<file path="config.mk">
export PLATFORM = sky130hd
export DESIGN_NAME = decode_register_queue
export DESIGN_NICKNAME = d
export VERILOG_FILES = /design/src/rtl/decode_register_queue.sv
export SDC_FILE = /design/constraint.sdc
export NUM_CORES = 1
export LEC_CHECK = 0
export CAP_MARGIN = 20
export CORE_UTILIZATION = 35
export DETAILED_ROUTE_END_ITERATION = 10
export MAX_ROUTING_LAYER = met4
export PLACE_DENSITY = 0.53
export SLEW_MARGIN = 40
export SYNTH_ARGS = -nofsm -noshare
export SYNTH_HDL_FRONTEND = slang
export SYNTH_SLANG_ARGS = --single-unit
export TNS_END_PERCENT = 1
</file>
<file path="constraint.sdc">
create_clock -name clock -period 10.3 [get_ports clock]
set_input_delay 2.06 -clock clock [delete_from_list [all_inputs] [get_ports clock]]
set_output_delay 2.06 -clock clock [all_outputs]
set_load 0.005 [all_outputs]
</file>
<file path="src/rtl/decode_register_queue.sv">
// Decodes x86 register fields per channel at push time and queues the one-hot results in a DEPTH-entry FIFO.
// Optional macro DECODE_REGISTER_QUEUE_SREG_EN adds segment-register decoding (in_sreg_sel / out_sreg).
module decode_register_queue #(
  parameter int CHANNELS = 2,
  parameter int DEPTH    = 2
) (
  input  logic                         clock,
  input  logic                         reset,
  input  logic                         in_valid,
  output logic                         in_ready,
  input  logic [3*CHANNELS-1:0]        in_reg,
  input  logic                         bit_width_16,
  input  logic                         bit_width_32,
  input  logic                         w_is_present,
  input  logic                         w,
  output logic                         out_valid,
  input  logic                         out_ready,
  output logic [24*CHANNELS-1:0]       out_onehot,
  output logic [2*CHANNELS-1:0]        out_size,
  output logic [CHANNELS-1:0]          out_err,
`ifdef DECODE_REGISTER_QUEUE_SREG_EN
  input  logic [CHANNELS-1:0]          in_sreg_sel,
  output logic [8*CHANNELS-1:0]        out_sreg,
`endif
  output logic [$clog2(DEPTH+1)-1:0]   level
);

  localparam int PW = $clog2(DEPTH);
  localparam int LW = $clog2(DEPTH+1);

  logic [24*CHANNELS-1:0] dec_onehot;
  logic [2*CHANNELS-1:0]  dec_size;
  logic [CHANNELS-1:0]    dec_err;
`ifdef DECODE_REGISTER_QUEUE_SREG_EN
  logic [8*CHANNELS-1:0]  dec_sreg;
`endif

  genvar gi;
  generate
    for (gi = 0; gi < CHANNELS; gi++) begin : g_dec
      logic [2:0]  r;
      logic [23:0] oh_c;
      logic [1:0]  sz_c;
      logic        er_c;
      logic [7:0]  sr_c;

      assign r = in_reg[3*gi +: 3];

      always_comb begin
        oh_c = '0;
        sz_c = 2'b01;
        er_c = 1'b0;
        sr_c = '0;
`ifdef DECODE_REGISTER_QUEUE_SREG_EN
        if (in_sreg_sel[gi]) begin
          if (r <= 3'd5) sr_c[r] = 1'b1;
          else           er_c    = 1'b1;
        end else
`endif
        // Explicit byte form wins, then dword over word when both width bits are set
        if (w_is_present && !w) begin
          sz_c = 2'b00;
          oh_c[{2'b00, r}] = 1'b1;
        end else if (bit_width_32) begin
          sz_c = 2'b10;
          oh_c[{2'b10, r}] = 1'b1;
        end else if (bit_width_16) begin
          sz_c = 2'b01;
          oh_c[{2'b01, r}] = 1'b1;
        end else begin
          er_c = 1'b1;
        end
      end

      assign dec_onehot[24*gi +: 24] = oh_c;
      assign dec_size[2*gi +: 2]     = sz_c;
      assign dec_err[gi]             = er_c;
`ifdef DECODE_REGISTER_QUEUE_SREG_EN
      assign dec_sreg[8*gi +: 8]     = sr_c;
`endif
    end
  endgenerate

  logic [24*CHANNELS-1:0] onehot_mem [DEPTH];
  logic [2*CHANNELS-1:0]  size_mem   [DEPTH];
  logic [CHANNELS-1:0]    err_mem    [DEPTH];
`ifdef DECODE_REGISTER_QUEUE_SREG_EN
  logic [8*CHANNELS-1:0]  sreg_mem   [DEPTH];
`endif

  logic [PW-1:0] wr_ptr_q, wr_ptr_d;
  logic [PW-1:0] rd_ptr_q, rd_ptr_d;
  logic [LW-1:0] level_q, level_d;
  logic          push, pop;

  assign in_ready  = (level_q < LW'(DEPTH));
  assign out_valid = (level_q != '0);
  assign push      = in_valid && in_ready;
  assign pop       = out_valid && out_ready;
  assign level     = level_q;

  // DEPTH is a power of two, so pointer increments wrap naturally
  always_comb begin
    wr_ptr_d = push ? wr_ptr_q + 1'b1 : wr_ptr_q;
    rd_ptr_d = pop  ? rd_ptr_q + 1'b1 : rd_ptr_q;
    level_d  = level_q;
    case ({push, pop})
      2'b10:   level_d = level_q + 1'b1;
      2'b01:   level_d = level_q - 1'b1;
      default: level_d = level_q;
    endcase
  end

  always_ff @(posedge clock) begin
    if (reset) begin
      wr_ptr_q <= '0;
      rd_ptr_q <= '0;
      level_q  <= '0;
    end else begin
      wr_ptr_q <= wr_ptr_d;
      rd_ptr_q <= rd_ptr_d;
      level_q  <= level_d;
    end
  end

  always_ff @(posedge clock) begin
    if (push && !reset) begin
      onehot_mem[wr_ptr_q] <= dec_onehot;
      size_mem[wr_ptr_q]   <= dec_size;
      err_mem[wr_ptr_q]    <= dec_err;
`ifdef DECODE_REGISTER_QUEUE_SREG_EN
      sreg_mem[wr_ptr_q]   <= dec_sreg;
`endif
    end
  end

  // Empty queue presents all-zero payload instead of stale storage
  assign out_onehot = out_valid ? onehot_mem[rd_ptr_q] : '0;
  assign out_size   = out_valid ? size_mem[rd_ptr_q]   : '0;
  assign out_err    = out_valid ? err_mem[rd_ptr_q]    : '0;
`ifdef DECODE_REGISTER_QUEUE_SREG_EN
  assign out_sreg   = out_valid ? sreg_mem[rd_ptr_q]   : '0;
`endif

endmodule

</file>
---- Yosys cells after proc, flatten, opt, wreduce, memory -nomap -nowiden ----
Memory sizes are Yosys's and may differ from the RTL's. A register that Yosys moved wholly into a read port is not among the register bits.
Index checks and enable logic that the tools add are counted.
word-level totals
  flip-flop bits (word level) ............. 4
  bits in writable memories ............... 108
  output and inout bits ................... 58
  memories kept ........................... 3
memory list
  name        words  bits a word  rd ports  clocked after Yosys merged registers in  wr ports  RTL line  source
  onehot_mem  2      48           1         1                                        1         84        logic [24*CHANNELS-1:0] onehot_mem [DEPTH];
  size_mem    2      4            1         1                                        1         85        logic [2*CHANNELS-1:0] size_mem [DEPTH];
  err_mem     2      2            1         1                                        1         86        logic [CHANNELS-1:0] err_mem [DEPTH];
cells by class
  add/sub/neg operators ................... 4
  $lt $le $gt $ge ......................... 13
  eq/ne operators ......................... 2
  multiplexer cells ....................... 35
  reductions and logical operators ........ 14
operators with widths
  operator                                                            number
  two-way mux 24 bit                                                  4
  two-way mux 48 bit                                                  1
  two-way mux 16 bit                                                  2
  demux 1 bit (select 3 bit)                                          6
  two-way mux 1 bit                                                   17
  < comparator 3 x 6 -> 1 bit (second input constant)                 2
  < comparator 4 x 6 -> 1 bit (second input constant)                 2
  < comparator 5 x 6 -> 1 bit (second input constant)                 2
  greater-or-equal comparator 5 x 1 -> 1 bit (second input constant)  2
  logical AND 1 bit                                                   10
  greater-or-equal comparator 4 x 1 -> 1 bit (second input constant)  2
  greater-or-equal comparator 3 x 1 -> 1 bit (second input constant)  2
  two-way mux 2 bit                                                   3
  two-way mux 4 bit                                                   1
  one-hot mux 2 bit (2 select lines)                                  1
  nonzero test 2 bit                                                  2
  adder 1 bit (second input constant)                                 2
  adder 2 x 1 -> 2 bit (second input constant)                        1
  equality test 2 x 1 -> 1 bit (second input constant)                1
  equality test 2 bit (second input constant)                         1
  logical NOT 1 bit                                                   2
  < comparator 2 bit (second input constant)                          1
  subtractor 2 x 1 -> 2 bit (second input constant)                   1

---- Logic depth before layout (Yosys ltp) ----
  depth after elaboration ................. 7
  mapped depth ............................ 6

---- Least setup slack after synthesis ----
Ideal clock, no wire load.
  path type ............................... input to register
  start ................................... in in_valid
  end ..................................... mem err_mem[1][0] (enable)
  setup time .............................. 534 ps
  arrival ................................. 5938 ps
  required time ........................... 9766 ps
  slack ................................... 3828 ps
  cell stages on the path ................. 2
  path through ............................ nand2b_1 > nor3b_1
on the way
  cells in the longest elaborated chain, start to end .. 4
RTL lines
  what                                     RTL line  source
  start, declared                          9         input logic in_valid,
  logical AND 1 bit                        98        assign push = in_valid && in_ready;
  logical AND 1 bit                        127       if (push && !reset) begin
  two-way mux 1 bit                        127
  two-way mux 1 bit (not written as such)  130       err_mem[wr_ptr_q] <= dec_err;
  end, declared                            86
No other way between the ends.

==> results.md <==
Run status:
- The run finished with clean final reports.

GRT:
- For this run, the total global-route usage over all layers was measured as 0.146.
- Entering global routing, the biggest net connects 52 pins.
- The first global-routing pass estimated 13.7 mm of wire.
- The initial antenna violation count is 0.
- The via count of the first global-routing pass is 2,637.
- The total grt overflow is 0.

Logic synthesis:
- The post-synthesis cell area is roughly 4400 um2.
- In the synthesized netlist, the number of instances is 319.
- The count of different cell masters after synthesis is 23.
- In this run, synthesis produced a sequential element count of between 100 and 150.
- During synthesis, Yosys emitted a total of 0 warnings.
- The register area share after synthesis is 0.714.
- The per-instance average area after synthesis is ~14 um2.
- Of the post-synthesis cell area, the dominant cell type holds 0.692.
- edfxtp_1 takes more of the synthesized area than any other cell.
- After synthesis, the cell types taking the most area are edfxtp_1 69%, mux2i_1 12%, nor2_1 9.0%.
- When the netlist entered floorplanning its net count stood at 334.

Timing:
- Setup repair after global routing left no endpoint under its margin.
- The number of max-slew violations in the final report is 0.
- The worst setup margin is approximately 5700 ps.
- The final period demand of the worst path is 4620 ps.
- The highest achievable clock rate is between 0.2 and 0.25 GHz.
- Between clock sinks in the finished design, the worst skew comes to 5.91 ps.
- In the finished design, the share of the clock period the worst path needs comes to 0.449.
- For the pin with the worst max-slew slack, the measured transition is 771 ps.
- The final sum of negative setup slack is 0 ps.
- The worst slew slack as a fraction of its limit is 0.485.
- The hold violation count in the final report is 0.
- The number of failing setup endpoints in the final timing report is 0.

Floorplanning:
- The floorplan die height is 114 um.
- In this run the core area contains 40 standard-cell rows.
- The area enclosed by the die boundary is between 10,000 and 15,000 um2.
- For this configuration, the core starts out at a cell density of 0.364.
- The area inside the core boundary is 12,200 um2.
- 72 I/O pins were placed.
- Measured along the x axis, the die boundary spans 114 um.

Drt:
- The number of vias after detailed routing is 2,613.
- The remaining routing DRC violations is 0.
- In the final routed layout, each cell accounts on average for 15.4 um.
- After detailed routing, the number of vias per cell comes to 4.67.
- The DRC marker count from the first detailed-route iteration is 133.
- The remaining number of nets flagged by the antenna check after routing is 0.
- The iteration count of the initial detailed-routing pass is 4.
- The final wirelength is about 8.6 mm.

CTS:
- After clock tree synthesis, the setup repair step added 0 buffers.
- CTS saw between 100 and 150 sinks.
- The clock tree from TritonCTS is done.
- Clock tree synthesis inserted a total of 9 buffers.
- The clock reaches the later pin of the worst-skew pair after about 350 ps.
- In this run, post-CTS hold repair placed 0 buffers.
- The longest clock path from root to sink contains 2 buffers.
- The post-cts resize count is 0.
- The clock input transition at the sequential cells of the worst setup and hold paths is 70 ps.
- The root buffer cell chosen for the clock tree is clkbuf_16.
- The H-tree was split into 3 levels.

Pwr:
- Of the total power, combinational logic draws 0.347.
- Cell internal power was estimated by the tool at approximately 950 uW.
- The share of total power consumed by net switching is 0.293.
- The reported leakage power is approximately 1.8 nW.
- IR analysis of the VDD net gives a maximum drop of 0.104 mV.
- The share of total power dissipated in the clock network is 0.238.
- The part of the total power dissipated in sequential elements is 0.415.
- Summed over all nets, the switching power comes to 395 uW.
- For this design the ratio of total power to cell area is 242 nW/um2.

Critical path:
- Data on the critical path is required at its endpoint by 8240 ps.
- STA classifies the critical path endpoint as an output pin.
- The end point of the critical path is out_onehot[33].
- The cell count of the worst reg-to-reg path is 3.
- By startpoint and endpoint, the worst setup path is classified as reg2out.
- In this run the register-to-register setup slack is 8490 ps.
- The startpoint identified for the worst register-to-register timing path is level[1]$_SDFFE_PP0P_.
- The destination of the worst register-to-register timing path is onehot_mem[1][15]$_DFFE_PP_.
- The worst endpoint data arrival time is 2560 ps.
- In this run the worst path has a maximum fanout of 28.
- The kind of start point of the critical path is a register.

Placement:
- The worst setup timing slack at the placement stage is between 6000 and 7000 ps.
- Input and output buffers added on the ports amount to 71.
- The congestion estimate from routability-driven global placement came to between 0.7 and 0.8.
- Detailed placement finished with a half-perimeter wire length of ~5.4 mm.

Finish:
- Relative to the synthesized area, the layout overhead comes to 25.9%.
- The share of post-route cells with drive strength above 1 is 0.0740.
- At the end of the flow, the number of nets in the layout was 402.
- 0 antenna diodes ended up in the layout.

Min path:
- The class of the tightest hold or removal check is reg2reg.

Flow run:
- The tool flagged a number of max-cap violations equal to 0.
## sequential cells by signal, summed over array words and instances (netlist names), named ones only
register	flops
size_mem	4
level	2
wr_ptr_q	1
onehot_mem	96
err_mem	2
rd_ptr_q	1
## worst min-delay path by stage
| stage | startpoint | endpoint | slack [ps] | depth (start not counted) |
|---|---|---|---|---|
| 6_report | rd_ptr_q$_SDFFE_PP0P_ | rd_ptr_q$_SDFFE_PP0P_ | 510 | 2 |
| 4_1_cts | rd_ptr_q$_SDFFE_PP0P_ | rd_ptr_q$_SDFFE_PP0P_ | 510 | 2 |
| 2_1_floorplan | rd_ptr_q$_SDFFE_PP0P_ | register | 470 | 2 |
| 5_1_grt | rd_ptr_q$_SDFFE_PP0P_ | rd_ptr_q$_SDFFE_PP0P_ | 550 | 2 |
| 3_5_place_dp | rd_ptr_q$_SDFFE_PP0P_ | rd_ptr_q$_SDFFE_PP0P_ | 490 | 2 |
| 3_3_place_gp | rd_ptr_q$_SDFFE_PP0P_ | rd_ptr_q$_SDFFE_PP0P_ | 490 | 2 |
## power by group through the flow
stage	clock network (mW)	logic [mW]	registers, mW
after floorplan	0	0.250	0.552
after global placement	0	0.468	0.569
after detailed placement	0	0.477	0.571
after CTS	0.326	0.480	0.562
after global routing	0.344	0.516	0.567
final	0.320	0.468	0.560
## critical path, cell delays in order (launching register included)
cell,delay (ps)
dfxtp_2,820
buf_4,560
mux2i_1,310
nor2_1,70
clkdlybuf4s50_1,440
## layout make-up
cell class | instances | area, um2
clock buffers | 9 | 225
well taps | 168 | 210
multi-input cells | 190 | 1160
clock inverters | 7 | 52.6
flip-flops and latches | 107 | 3160
fillers | 1119 | 6590
repair buffers | 75 | 748
inverters | 4 | 15.0
## cells in the final DEF (no fill, tap or decap), drive strengths merged, types with 4 or more instances in the layout
| master | instances |
|---|---|
| edfxtp | 102 |
| nor2 | 106 |
| nand3b | 7 |
| buf | 4 |
| inv | 6 |
| or3b | 4 |
| clkdlybuf4s50 | 71 |
| clkinv | 5 |
| clkbuf | 9 |
| mux2i | 51 |
| dfxtp | 5 |
## cells by family after synthesis
kind of cell    Yosys count  synth area share
simple gates            131             0.128
flops                   107             0.714
mux                      51             0.115
buf+inv                  22            0.0285
xor+xnor                  4           0.00791
compound gates            3           0.00339
fa+ha+maj                 1           0.00282
## stage by stage
step	std cells	utilization	total power, mW	area [um2]	hold slack (ps)
6_report	560	0.458	1.35	5580	506
5_1_grt	560	0.458	1.43	5580	548
4_1_cts	560	0.458	1.37	5580	511
3_5_place_dp	544	0.436	1.05	5300	492
3_3_place_gp	543	0.434	1.04	5280	486
2_1_floorplan	319	-	0.802	4430	472
## routing by layer
layer | up-vias | track usage | wire (um)
met5 | - | - | 0
li1 | 1264 | - | -
met2 | 67 | 0.243 | 4180
met1 | 1274 | 0.177 | 3970
met4 | 0 | 0.0597 | 92
met3 | 8 | 0.0249 | 360
## synth_stat cells
cell / n
a21oi_1: 1
buf_2: 8
buf_4: 9
clkbuf_1: 1
dfxtp_1: 5
edfxtp_1: 102
ha_1: 1
inv_1: 4
mux2i_1: 51
nand2_1: 3
nand2b_1: 2
nand3_1: 2
nand3b_1: 6
nand3b_2: 1
nor2_1: 106
nor2b_1: 2
nor3_1: 1
nor3b_1: 1
o21ai_0: 2
or3_1: 3
or3b_2: 4
xnor2_1: 1
xor2_1: 3
(Power assumes the default switching activity.)
